<file path="config.mk">
export PLATFORM = sky130hd
export DESIGN_NAME = cpu_run_ctrl_flat
export DESIGN_NICKNAME = d
export VERILOG_FILES = /design/src/rtl/cpu_run_ctrl_pkg.sv /design/src/rtl/cpu_run_ctrl_if.sv /design/src/rtl/cpu_run_ctrl_sat_counter.sv /design/src/rtl/cpu_run_ctrl.sv /design/src/flat_wrapper.sv
export SDC_FILE = /design/constraint.sdc
export NUM_CORES = 1
export LEC_CHECK = 0
export ABC_AREA = 1
export CAP_MARGIN = 10
export CORE_MARGIN = 4
export CORE_UTILIZATION = 54
export CTS_BUF_LIST = sky130_fd_sc_hd__clkbuf_8
export DETAILED_ROUTE_END_ITERATION = 8
export PLACE_DENSITY = 0.91
export SYNTH_ARGS = -nofsm -noshare
export SYNTH_HDL_FRONTEND = slang
export SYNTH_SLANG_ARGS = --single-unit
</file>
<file path="constraint.sdc">
create_clock -name clk -period 1.95 [get_ports clk]
set_input_delay 0.39 -clock clk [delete_from_list [all_inputs] [get_ports clk]]
set_output_delay 0.39 -clock clk [all_outputs]
set_load 0.02 [all_outputs]
</file>
<file path="src/rtl/cpu_run_ctrl_pkg.sv">
// cpu_run_ctrl_pkg: shared state encoding and default widths for the run controller and its bench.
package cpu_run_ctrl_pkg;
  typedef enum logic [1:0] {
    ST_IDLE  = 2'd0,
    ST_RESET = 2'd1,
    ST_RUN   = 2'd2,
    ST_DONE  = 2'd3
  } state_t;
  localparam int DEF_PC_W  = 32;
  localparam int DEF_CNT_W = 16;
endpackage

</file>
<file path="src/rtl/cpu_run_ctrl_if.sv">
// cpu_run_ctrl_if: host/CPU-facing signals of the run controller (master = host side, slave = controller).
interface cpu_run_ctrl_if
  import cpu_run_ctrl_pkg::*;
#(
  parameter int PC_W  = DEF_PC_W,
  parameter int CNT_W = DEF_CNT_W
);
  logic             start;
  logic [PC_W-1:0]  pc_in;
  logic             retire_in;
  logic             cpu_rst_n;
  logic             cpu_en;
  logic             busy;
  logic             done;
  logic             halted;
  logic             timeout;
  logic [CNT_W-1:0] cycle_cnt;
  logic [CNT_W-1:0] retire_cnt;
  logic [CNT_W-1:0] stall_cnt;
  modport master (
    output start, pc_in, retire_in,
    input  cpu_rst_n, cpu_en, busy, done, halted, timeout, cycle_cnt, retire_cnt, stall_cnt
  );
  modport slave (
    input  start, pc_in, retire_in,
    output cpu_rst_n, cpu_en, busy, done, halted, timeout, cycle_cnt, retire_cnt, stall_cnt
  );
endinterface

</file>
<file path="src/rtl/cpu_run_ctrl_sat_counter.sv">
// cpu_run_ctrl_sat_counter: W-bit up counter with synchronous clear that sticks at all-ones.
module cpu_run_ctrl_sat_counter #(
  parameter int W = 16
) (
  input  logic         clk,
  input  logic         rst_n,
  input  logic         clr,
  input  logic         inc,
  output logic [W-1:0] q
);
  always_ff @(posedge clk or negedge rst_n)
    if (!rst_n) q <= '0;
    else if (clr) q <= '0;
    else if (inc && q != {W{1'b1}}) q <= q + 1'b1;
endmodule

</file>
<file path="src/rtl/cpu_run_ctrl.sv">
// cpu_run_ctrl: CPU run controller with reset sequencing, cycle budget and PC-hold halt detection.
// Define STALL_COUNT_EN to build the stall counter; otherwise stall_cnt reads 0.
module cpu_run_ctrl
  import cpu_run_ctrl_pkg::*;
#(
  parameter int PC_W        = DEF_PC_W,
  parameter int CNT_W       = DEF_CNT_W,
  parameter int RST_HOLD    = 4,
  parameter int CYCLE_LIMIT = 45,
  parameter int HALT_STABLE = 3
) (
  input logic           clk,
  input logic           rst_n,
  cpu_run_ctrl_if.slave bus
);
  localparam int HW = $clog2(RST_HOLD + 1);
  localparam int SW = $clog2(HALT_STABLE + 1);
  state_t           state, state_nx;
  logic [PC_W-1:0]  pc_prev;
  logic [CNT_W-1:0] cycle_q, retire_q, stall_q;
  logic [HW-1:0]    hold_q;
  logic [SW-1:0]    stable_q;
  logic             run, first, pc_eq, go, hit_halt, hit_to, hold_end;
  logic             halted_q, timeout_q;
  assign run      = state == ST_RUN;
  assign first    = cycle_q == '0;
  assign pc_eq    = bus.pc_in == pc_prev;
  assign go       = bus.start && (state == ST_IDLE || state == ST_DONE);
  assign hold_end = state == ST_RESET && hold_q == HW'(RST_HOLD - 1);
  assign hit_halt = run && !first && pc_eq && stable_q == SW'(HALT_STABLE - 1);
  assign hit_to   = run && cycle_q == CNT_W'(CYCLE_LIMIT - 1);
  always_comb
    state_nx = go ? ST_RESET : hold_end ? ST_RUN : (hit_halt || hit_to) ? ST_DONE : state;
  always_ff @(posedge clk or negedge rst_n)
    if (!rst_n) state <= ST_IDLE;
    else state <= state_nx;
  // first RUN cycle only captures; later cycles reload on any PC change
  always_ff @(posedge clk or negedge rst_n)
    if (!rst_n) pc_prev <= '0;
    else if (run && (first || !pc_eq)) pc_prev <= bus.pc_in;
  always_ff @(posedge clk or negedge rst_n)
    if (!rst_n) begin
      halted_q  <= 1'b0;
      timeout_q <= 1'b0;
    end else if (go) begin
      halted_q  <= 1'b0;
      timeout_q <= 1'b0;
    end else if (hit_halt || hit_to) begin
      halted_q  <= hit_halt;
      timeout_q <= !hit_halt;
    end
  cpu_run_ctrl_sat_counter #(.W(CNT_W)) u_cycle (
    .clk(clk), .rst_n(rst_n), .clr(go), .inc(run), .q(cycle_q)
  );
  cpu_run_ctrl_sat_counter #(.W(CNT_W)) u_retire (
    .clk(clk), .rst_n(rst_n), .clr(go), .inc(run && bus.retire_in), .q(retire_q)
  );
  cpu_run_ctrl_sat_counter #(.W(SW)) u_stable (
    .clk(clk), .rst_n(rst_n), .clr(go || (run && (first || !pc_eq))),
    .inc(run && !first && pc_eq), .q(stable_q)
  );
  cpu_run_ctrl_sat_counter #(.W(HW)) u_hold (
    .clk(clk), .rst_n(rst_n), .clr(go), .inc(state == ST_RESET), .q(hold_q)
  );
`ifdef STALL_COUNT_EN
  cpu_run_ctrl_sat_counter #(.W(CNT_W)) u_stall (
    .clk(clk), .rst_n(rst_n), .clr(go), .inc(run && !bus.retire_in), .q(stall_q)
  );
`else
  assign stall_q = '0;
`endif
  assign bus.cpu_rst_n  = state == ST_RUN || state == ST_DONE;
  assign bus.cpu_en     = run;
  assign bus.busy       = state == ST_RESET || state == ST_RUN;
  assign bus.done       = state == ST_DONE;
  assign bus.halted     = halted_q;
  assign bus.timeout    = timeout_q;
  assign bus.cycle_cnt  = cycle_q;
  assign bus.retire_cnt = retire_q;
  assign bus.stall_cnt  = stall_q;
endmodule

</file>
<file path="src/flat_wrapper.sv">
// flat-port wrapper written by rule: the top's interface ports become plain ports
module cpu_run_ctrl_flat import cpu_run_ctrl_pkg::*;
#(
  parameter int PC_W        = DEF_PC_W,
  parameter int CNT_W       = DEF_CNT_W,
  parameter int RST_HOLD    = 4,
  parameter int CYCLE_LIMIT = 45,
  parameter int HALT_STABLE = 3
)
  (clk, rst_n, bus_start, bus_pc_in, bus_retire_in, bus_cpu_rst_n, bus_cpu_en, bus_busy, bus_done, bus_halted, bus_timeout, bus_cycle_cnt, bus_retire_cnt, bus_stall_cnt);
  cpu_run_ctrl_if #(.PC_W(PC_W), .CNT_W(CNT_W)) bus_i ();
  input logic clk;
  input logic rst_n;
  input wire logic [$bits(bus_i.start)-1:0] bus_start;
  input wire logic [$bits(bus_i.pc_in)-1:0] bus_pc_in;
  input wire logic [$bits(bus_i.retire_in)-1:0] bus_retire_in;
  output wire logic [$bits(bus_i.cpu_rst_n)-1:0] bus_cpu_rst_n;
  output wire logic [$bits(bus_i.cpu_en)-1:0] bus_cpu_en;
  output wire logic [$bits(bus_i.busy)-1:0] bus_busy;
  output wire logic [$bits(bus_i.done)-1:0] bus_done;
  output wire logic [$bits(bus_i.halted)-1:0] bus_halted;
  output wire logic [$bits(bus_i.timeout)-1:0] bus_timeout;
  output wire logic [$bits(bus_i.cycle_cnt)-1:0] bus_cycle_cnt;
  output wire logic [$bits(bus_i.retire_cnt)-1:0] bus_retire_cnt;
  output wire logic [$bits(bus_i.stall_cnt)-1:0] bus_stall_cnt;
  assign bus_i.start = bus_start;
  assign bus_i.pc_in = bus_pc_in;
  assign bus_i.retire_in = bus_retire_in;
  assign bus_cpu_rst_n = bus_i.cpu_rst_n;
  assign bus_cpu_en = bus_i.cpu_en;
  assign bus_busy = bus_i.busy;
  assign bus_done = bus_i.done;
  assign bus_halted = bus_i.halted;
  assign bus_timeout = bus_i.timeout;
  assign bus_cycle_cnt = bus_i.cycle_cnt;
  assign bus_retire_cnt = bus_i.retire_cnt;
  assign bus_stall_cnt = bus_i.stall_cnt;
  cpu_run_ctrl #(.PC_W(PC_W), .CNT_W(CNT_W), .RST_HOLD(RST_HOLD), .CYCLE_LIMIT(CYCLE_LIMIT), .HALT_STABLE(HALT_STABLE)) u_core (.clk(clk), .rst_n(rst_n), .bus(bus_i));
endmodule
</file>
==> flow_summary.ini <==
[run_status]
status = finished clean

[grt]
antenna_found_initial = 0
grt_overflow = 0
grt_pass1_wl_um = 19200
grt_pass1_vias = 4353
grt_usage = 0.237
grt_max_degree = 74

[drt]
vias = 4384
post_drt_wl_per_cell_um = 13.5
ant_nets = 0
via_per_inst = 5.12
drc_errors = 0
dr.pass1.iters = 5
drtIter0Drc = 237
routed_wl_um = 11600

[sta]
slew_violations = 0
period_minus_slack_ns = 1.88
clock_skew_ns = 0.00853
fin_crit_sh = 0.966
worst_slack_ns = 0.0670
finalHoldViolCount = 0
clock.fmax_mhz = 531
setup_tns_ns = 0
setup_violations = 0
timing.hold.ws_ns = 0.0590
rsz0062_at_grt = true

[pwr]
leakage_nw = 3.10
power_mw = 4.05
powerDensity_nw_per_um2 = 677
vdd_drop_max_uv = 700

[hold_path]
hold_path_class = in2async

[finish]
multi_input_area_sq_um = 2160
nFillCells = 593
area_growth_pct = 32.1
final-seq-area_sq_um = 1830
antenna_cells = 0
final_cell_mix = 196 x nand2_1, 108 x inv_1, 73 x dfrtp_1
layout.nets = 794
final_common_cell = nand2_1
fin_area_sq_um = 5970
drive_above_1_share = 0.162

[die]
die_height_um = 99.5
std_cell_rows = 33
fp.dieW_um = 99.5
ios = 90
initial_core_util = 0.553
fp.coreArea_sq_um = 8180
die-area_sq_um = 9900

[cts]
cts_made_buffers = 9
clkTransAtPathRegs_ns = 0.08
cts_tree = done
cts.path.max_buffers = 2
clockRootBuffer = clkbuf_8
cts_sinks = 73
clock_latency_ns = 0.35
h-tree-depth = 3
hold_buffers = 0

[run]
cap_violations = 0

[setup_path]
crit_fanout = 4
crit_arrival_ns = 1.49
crit_type = reg2out
regToRegSetupSlack_ns = 0.17
worstRegToRegCells = 10
critPathRequiredTime_ns = 1.56
startpoint_type = flip-flop
endpoint_kind = primary output
timing.rr.end = u_core.u_retire.q[9]$_DFFE_PN0P_
reg2reg_from = u_core.state[0]$_DFFE_PN0P_

[logic_synthesis]
ys_ff_latch = 73
ys_seq_area_frac = 0.404
ys_warn_count = 0
yosysUniqueCellTypes = 33
synth_cells = 622
mappedNetlistArea_sq_um = 4520
synth.avg_cell_area_sq_um = 7.27

[place]
place_area_sq_um = 5630
port-buffer-count = 73
dp_slack_ns = -0.253
gp_congestion = 0.906
dp_hpwl_um = 8340
## per-stage QoR
step,cells,utilization
after floorplan,637,-
final,857,0.731
after CTS,851,0.715
after detailed placement,835,0.688
after global placement,835,0.688
after global routing,857,0.731
## routing by layer
layer  global-route usage  vias up  wire, um
met2                0.432      162      6100
met4               0.0756        0       193
li1                     -     2138         -
met5                    0        -         0
met1                0.288     2062      4690
met3               0.0344       22       598
## Yosys cell counts, drive strengths merged
library cell | instances | area share
nand2 | 202 | 0.18
inv | 111 | 0.093
dfrtp | 73 | 0.40
nor2 | 58 | 0.050
o21ai | 49 | 0.077
nand3 | 29 | 0.033
buf | 24 | 0.046
a21oi | 20 | 0.023
nor3 | 12 | 0.016
ha | 11 | 0.030
nand4 | 10 | 0.014
xor2 | 8 | 0.015
a31oi | 4 | 0.0055
a211oi | 2 | 0.0033
clkbuf | 2 | 0.0017
o31ai | 2 | 0.0033
a21boi | 1 | 0.0017
conb | 1 | 0.00083
nor4 | 1 | 0.0014
o22ai | 1 | 0.0014
or2 | 1 | 0.0014
## cell families after synthesis
family | after synthesis | synth area share
AND/OR/NAND/NOR | 313 | 0.292
buffers and inverters | 137 | 0.141
AO/OA/AOI/OAI | 79 | 0.116
flip-flops | 73 | 0.404
adder cells (fa/ha/maj) | 11 | 0.0304
XOR/XNOR | 8 | 0.0155
other | 1 | 0.000829
## cell type report
cell class,instances,area share
tap,105,0.0220
timing repair buffer,124,0.202
multi-input combinational,428,0.362
clock inverter,6,0.0151
inverter,111,0.0706
clock buffer,10,0.0230
sequential,73,0.306
## worst max-delay path: stages (launching register included)
cell	delay [ns]
dfrtp_1	0.41
buf_4	0.13
clkdlybuf4s50_1	0.60
## timing repair
item                       CTS  global route
pin swaps                    0             3
gates cloned                 0             3
setup endpoints to repair    4            31
buffers inserted             0             3
gates resized for setup      7            16
## worst max-delay path by stage
stage | endpoint | start | cells after the start | slack (ns)
2_1_floorplan | u_core.u_retire.q[14]$_DFFE_PN0P_ | u_core.state[0]$_DFFE_PN0P_ | 12 | 0.16
3_3_place_gp | u_core.pc_prev[0]$_DFFE_PN0P_ | bus_pc_in[5] | 13 | -0.20
3_5_place_dp | u_core.pc_prev[30]$_DFFE_PN0P_ | bus_pc_in[7] | 14 | -0.25
4_1_cts | bus_busy | u_core.state[0]$_DFFE_PN0P_ | 4 | 0.01
5_1_grt | u_core.pc_prev[30]$_DFFE_PN0P_ | bus_pc_in[9] | 14 | -0.05
6_report | bus_cycle_cnt[1] | u_core.u_cycle.q[1]$_DFFE_PN0P_ | 2 | 0.07
## registers in the layout, summed over array words and instances (netlist names)
name and cells:
u_core.u_retire.q 16, u_core.state 2, u_core.u_hold.q 3, u_core.pc_prev 32
u_core.bus.timeout 1, u_core.u_cycle.q 16, u_core.bus.halted 1, u_core.u_stable.q 2
## power breakdown
| group | total [mW] | internal [mW] | switching [mW] |
|---|---|---|---|
| registers | 1.79 | 1.64 | 0.153 |
| logic | 0.894 | 0.397 | 0.497 |
| clock network | 1.36 | 0.760 | 0.603 |
No activity file was read; power rests on OpenSTA's default activity.
